File: config.mk
export PLATFORM = sky130hd
export DESIGN_NAME = c17_bist_tester
export DESIGN_NICKNAME = d
export VERILOG_FILES = /design/src/rtl/c17_bist_tester.sv
export SDC_FILE = /design/constraint.sdc
export NUM_CORES = 1
export LEC_CHECK = 0
export ABC_CLOCK_PERIOD_IN_PS = 4000
export BUFFER_PORTS_ARGS = -buffer_cell sky130_fd_sc_hd__buf_2
export CAP_MARGIN = 0
export CORE_ASPECT_RATIO = 1.4
export CORE_MARGIN = 4
export CORE_UTILIZATION = 51
export DETAILED_ROUTE_END_ITERATION = 10
export HOLD_SLACK_MARGIN = 0.03
export PLACE_DENSITY = 0.73
export RECOVER_POWER = 100
export SYNTH_ARGS = -nofsm -noshare
export SYNTH_HDL_FRONTEND = slang
export SYNTH_SLANG_ARGS = --single-unit
File: constraint.sdc
create_clock -name clk -period 4 [get_ports clk]
set_input_delay 0.8 -clock clk [delete_from_list [all_inputs] [get_ports clk]]
set_output_delay 0.8 -clock clk [all_outputs]
set_load 0.005 [all_outputs]
File: src/rtl/c17_bist_tester.sv
// BIST controller for the c17 netlist: drives LFSR patterns, waits a settle time,
// compacts both outputs into a 16-bit MISR and compares against a golden signature.
module c17_bist_tester #(
  parameter int unsigned  PATTERNS = 32,
  parameter int unsigned  SETTLE   = 12,
  parameter logic [15:0]  GOLDEN   = 16'h0000
) (
  input  logic        clk,
  input  logic        rst_n,
  input  logic        start,
  output logic [4:0]  cut_in,
  input  logic [1:0]  cut_out,
  output logic        busy,
  output logic        done,
  output logic        pass,
  output logic [15:0] signature
);

  localparam int unsigned IDX_W = $clog2(PATTERNS + 1);
  localparam logic [IDX_W-1:0] LAST_IDX    = IDX_W'(PATTERNS);
  localparam logic [7:0]       SETTLE_LAST = 8'(SETTLE - 1);

  localparam logic [1:0] S_IDLE   = 2'd0;
  localparam logic [1:0] S_APPLY  = 2'd1;
  localparam logic [1:0] S_FINISH = 2'd2;

  logic [1:0]       state_q, state_d;
  logic [IDX_W-1:0] idx_q, idx_d;
  logic [7:0]       cnt_q, cnt_d;
  logic [4:0]       cut_in_q, cut_in_d;
  logic [15:0]      sig_q, sig_d;
  logic             busy_q, busy_d;
  logic             done_q, done_d;
  logic             pass_q, pass_d;

  logic [IDX_W-1:0] idx_inc;
  logic [15:0]      sig_upd;
  logic [4:0]       pat_next;

  always_comb begin
    idx_inc  = idx_q + 1'b1;
    sig_upd  = {sig_q[14:0], 1'b0} ^ (sig_q[15] ? 16'h1021 : 16'h0000) ^ {14'b0, cut_out};
    // Index 0 is all-zero, which the LFSR cannot leave, so seed index 1 explicitly.
    pat_next = (cut_in_q == '0) ? 5'b00001 : {cut_in_q[3:0], cut_in_q[4] ^ cut_in_q[2]};
  end

  always_comb begin
    state_d  = state_q;
    idx_d    = idx_q;
    cnt_d    = cnt_q;
    cut_in_d = cut_in_q;
    sig_d    = sig_q;
    busy_d   = busy_q;
    done_d   = 1'b0;
    pass_d   = pass_q;
    case (state_q)
      S_IDLE: begin
        cut_in_d = '0;
        busy_d   = 1'b0;
        if (start) begin
          state_d  = S_APPLY;
          idx_d    = '0;
          cnt_d    = '0;
          sig_d    = '1;
          pass_d   = 1'b0;
          busy_d   = 1'b1;
        end
      end
      S_APPLY: begin
        if (cnt_q == SETTLE_LAST) begin
          sig_d = sig_upd;
          cnt_d = '0;
          idx_d = idx_inc;
          if (idx_inc == LAST_IDX) begin
            // Result is computed on entry so pass is already valid while done is high.
            state_d  = S_FINISH;
            cut_in_d = '0;
            done_d   = 1'b1;
            pass_d   = (sig_upd == GOLDEN);
          end else begin
            cut_in_d = pat_next;
          end
        end else begin
          cnt_d = cnt_q + 1'b1;
        end
      end
      S_FINISH: begin
        state_d  = S_IDLE;
        cut_in_d = '0;
        busy_d   = 1'b0;
      end
      default: begin
        state_d  = S_IDLE;
        cut_in_d = '0;
        busy_d   = 1'b0;
      end
    endcase
  end

  always_ff @(posedge clk) begin
    if (!rst_n) begin
      state_q  <= S_IDLE;
      idx_q    <= '0;
      cnt_q    <= '0;
      cut_in_q <= '0;
      sig_q    <= '1;
      busy_q   <= 1'b0;
      done_q   <= 1'b0;
      pass_q   <= 1'b0;
    end else begin
      state_q  <= state_d;
      idx_q    <= idx_d;
      cnt_q    <= cnt_d;
      cut_in_q <= cut_in_d;
      sig_q    <= sig_d;
      busy_q   <= busy_d;
      done_q   <= done_d;
      pass_q   <= pass_d;
    end
  end

  assign cut_in    = cut_in_q;
  assign busy      = busy_q;
  assign done      = done_q;
  assign pass      = pass_q;
  assign signature = sig_q;

endmodule

* Yosys cells after proc, flatten, opt, wreduce, memory -nomap -nowiden
Cells that the tools add are included.
Word-level totals: bits in registers 40, input bits 5, output and inout port bits 24
Cells by class: add/subtract/negate cells 2, equal/unequal tests 6, multiplexer cells 23, bitwise gates (word level) 3, reduce and logical (&&, ||, !) cells 10
Operators by type and width (count):
- $mux W16 | 2
- $pmux W16 S2 | 1
- $logic_not A16 Y1 | 1
- $mux W8 | 2
- $pmux W8 S2 | 1
- $xor A16 B13 Y16 | 1
- $xor A16 B2 Y16 | 1
- $mux W13 | 1
- $mux W6 | 2
- $pmux W6 S2 | 1
- $mux W5 | 2
- $reduce_and A3 Y1 | 3
- $add A8 B1 Y8 const B | 1
- $eq A8 B4 Y1 const B | 1
- $add A6 B1 Y6 const B | 1
- $eq A6 B6 Y1 const B | 1
- $mux W2 | 3
- $ne A2 B2 Y1 const B | 3
- $logic_not A5 Y1 | 1
- $mux W1 | 5
- $pmux W1 S2 | 2
- $pmux W2 S2 | 1
- $reduce_and A2 Y1 | 2
- $reduce_and A4 Y1 | 1
- 4 further kinds | 4

* Depth between registers and ports, before layout
word-level depth 7, mapped depth 7, depth with buffers taken out 5

* Worst setup path after synthesis
OpenSTA, ideal clock, no wires.
kind input-to-reg, from input start, to register idx_q[2], arrival 1.481 ns, slack 2.403 ns, stages 4, path buffers 1, path through o21ba_2 > clkbuf_1 > o2111ai_1 > and3_1
On the way: word-level cells in the longest chain between the ends 2
Ends and longest elaborated chain:
- from (decl) | RTL line 10 | input logic start,
- $ne A2 B2 Y1 (no source line)
- $reduce_and A3 Y1 (no source line)
- to (signal assigned) | RTL line 112 | idx_q <= idx_d;
- to (decl) | RTL line 28 | logic [IDX_W-1:0] idx_q, idx_d;
No other way between the ends. A chain may end at the register's enable or synchronous reset.

==> key figures <==
Global routing
  – Maximum number of pins on one net before global-route repair: 24
  – First-pass GRT wire length: around 6900 um
  – GR Overflow Total: 0
  – Initial antenna violation count: 0
  – Total global routing track utilization: 0.185
  – Vias in the first global route: 1527

Clock network
  – Maximum clock path buffer count: 2
  – Clk sinks: 40
  – Total CTS buffers: 5
  – Reg clk slew, reported paths: approximately 0.07 ns
  – Root buffer cell: clkbuf_8
  – TritonCTS clock tree: yes
  – H-tree levels: 2
  – Worst-Skew Late Latency: 0.29 ns
  – # hold bufs at CTS: 0
  – Postcts setup bufs: 0
  – Count of cells resized by post-cts repair: 0

STA
  – Post-route setup slack: approximately 1.5 ns
  – Hold Vio Cnt, Final: 0
  – Slew margin rel.: 0.358
  – Worst Tran Pin Value: 0.963 ns
  – Fin crit share: 0.622
  – Slew Viols, Final: 0
  – Fmax: between 0.4 and 0.5 GHz
  – Fin Setup TNS: 0 ns
  – Endpoints failing setup: 0
  – Clock period minus worst slack: between 2 and 2.5 ns
  – RSZ-0062 raised after global routing: no
  – Clk_skew: ~0.008 ns

Pwr
  – Switch share: 0.220
  – Total power per unit cell area: 368 nW/um2
  – Int Power: 0.601 mW
  – Seq pwr share: 0.527
  – Peak VDD IR: roughly 0.36 mV
  – Sw Pwr: roughly 0.17 mW
  – Leakage Power: 0.741 nW
  – Clk network pwr share: 0.421
  – Logic pwr share: 0.052

Placement
  – Placed cell count: 257
  – Placement-stage cell area: between 2000 and 2500 um2
  – Detailed placement HPWL: 2890 um
  – Pre-CTS WS: approximately 1.8 ns
  – Routability cong.: approximately 0.85
  – Port Buffer Count: 28

Logic synthesis
  – Yosys reg bits: 40
  – Top_reg_cell synth: dfxtp_1
  – Register area share after synthesis: 0.423
  – Cell area after synthesis: 1890 um2
  – Post-Syn Instances: roughly 200
  – Ys async rst share: 0
  – YS warnings: 0
  – Synth Area per Inst: approximately 9.5 um2
  – Mapped Nets: approximately 210
  – Post-synth EDFFs: 0
  – Synth unique cells: 56

Layout
  – Ant. Diodes: 0
  – Fin cells: ~270
  – Design Area, Final: 2090 um2
  – Fin util: 0.603
  – Most common cell after layout, fill and taps aside: dfxtp_1
  – Nets: around 230
  – Fraction of layout cells with a size suffix above 1: 0.178
  – Synthesis-to-layout area growth: 10.6%
  – Most frequent cells in the layout: dfxtp_1 (40), buf_2 (20), nand2_1 (15), a21oi_1 (15), o22a_1 (10)

Setup path
  – Critical Path RT: between 4 and 5 ns
  – CP cell instances: clkbuf_1, nand3b_1, nor3_1, a21oi_1, a31oi_1
  – Worst Reg2Reg Path Length in Cells: 5
  – Register-to-register setup slack: approximately 1.9 ns
  – Reg2reg end: signature[3]
  – Max stage delay on crit path: 0.70 ns
  – Crit-path slowest cell: clkbuf_1
  – Crit-path max FO: 23
  – Startpoint types: input port
  – WS Path Type: in2reg
  – Critical path arrival: 2.71 ns
  – R2R Path Start: cnt_q[0]
  – Worst setup EP type: flip-flop

Hold path
  – Min-Delay Endpoint: pass
  – Hold Crit Depth: 2
  – Hold/Removal Path Class: reg2reg
  – Hold Crit Start: pass

Die
  – Full die area: between 4000 and 5000 um2
  – Core area: about 3500 um2
  – Initial Util: 0.545
  – # IOs: 29
  – Die Width: between 50 and 60 um
  – Die height: approximately 80 um
  – Cell row count: 25

Routing
  – 1st-iter DRT viols: 62
  – Vias/cell: a little over 6
  – Routed WL: slightly above 4000 um
  – ANT nets after route: 0
  – Vias post-DR: 1626
  – Drt wl/cell: around 15 um
  – Post-route DRC violation count: 0
  – Router iterations before antenna repair: 4

Run
  – Max-capacitance violation count: 0

Outcome
  – Outcome: completed
## stage by stage
step	power [mW]	hold WS [ns]
finish	0.770	0.495
global route	0.801	0.519
CTS	0.777	0.490
detailed placement	0.457	0.479
global placement	0.455	0.453
floorplan	0.448	0.451
## cells in the mapped netlist, drive strengths merged, types with 2 or more instances
cell | instances | area, um2
a211oi | 2 | 20.0
a21boi | 2 | 15.0
a21oi | 15 | 86.3
a31oi | 4 | 25.0
and2 | 3 | 18.8
and3 | 6 | 38.8
buf | 7 | 58.8
clkbuf | 3 | 11.3
dfxtp | 40 | 801
ha | 2 | 25.0
inv | 4 | 15.0
mux2i | 3 | 42.5
nand2 | 15 | 56.3
nand2b | 2 | 12.5
nand3 | 8 | 45.0
nand3b | 2 | 15.0
nand4 | 2 | 12.5
nor2 | 9 | 41.3
nor2b | 4 | 25.0
nor3 | 5 | 35.0
nor4 | 4 | 25.0
o2111ai | 2 | 17.5
o211a | 2 | 20.0
o211ai | 6 | 45.0
o21ai | 15 | 90.1
o22a | 10 | 87.6
or3 | 3 | 23.8
xnor2 | 3 | 26.3
xor2 | 2 | 17.5
## cell type report
class	count	area, um2
Clock buffer	6	72.6
Clock inverter	2	35.0
Fill cell	312	1380
Inverter	4	15.0
Multi-Input combinational cell	145	991
Sequential cell	40	801
Tap cell	40	50.0
Timing Repair Buffer	28	130
## worst max path at each step
stage	from	end	slack, ns	depth (start not counted)
after floorplan	start	idx_q[2]	2.40	4
after global placement	rst_n	idx_q[3]	1.88	5
after detailed placement	rst_n	idx_q[3]	1.81	5
after CTS	state_q[0]	idx_q[2]	1.98	4
after global routing	rst_n	idx_q[5]	1.27	5
final	rst_n	idx_q[3]	1.51	5
## power groups by stage
stage                     clock network, mW  logic, mW  registers (mW)
after floorplan                           0     0.0351           0.413
after global placement                    0     0.0403           0.415
after detailed placement                  0     0.0416           0.415
after CTS                             0.329     0.0417           0.406
after global routing                  0.349     0.0448           0.407
final                                 0.324     0.0402           0.406
## layer usage
metal	GRT usage	routed length, um
met1	0.223	1780
met2	0.314	1970
met3	0.0402	231
met4	0.0732	57
met5	0	0
## state kept, by name (all words and copies together) (netlist names)
| signal | flops |
|---|---|
| state_q | 2 |
| signature | 16 |
| cut_in | 5 |
| busy | 1 |
| pass | 1 |
| cnt_q | 8 |
| idx_q | 6 |
| done | 1 |
## critical path, delay by kind of cell
kind                   cells  cell delay, ns
buffers and inverters      1            0.70
AND/OR/NAND/NOR            2            0.92
AO/OA/AOI/OAI              2            0.28
## kinds of logic (layout without fill, tap and decap cells)
family	count (synthesis)	in the layout	share of synthesized area
fa+ha+maj	2	2	0.0132
compound gates	67	67	0.258
buf+inv	14	40	0.0449
mux	3	3	0.0225
flops	40	40	0.423
xor+xnor	5	5	0.0231
simple gates	68	68	0.215
(Power assumes the default switching activity.)
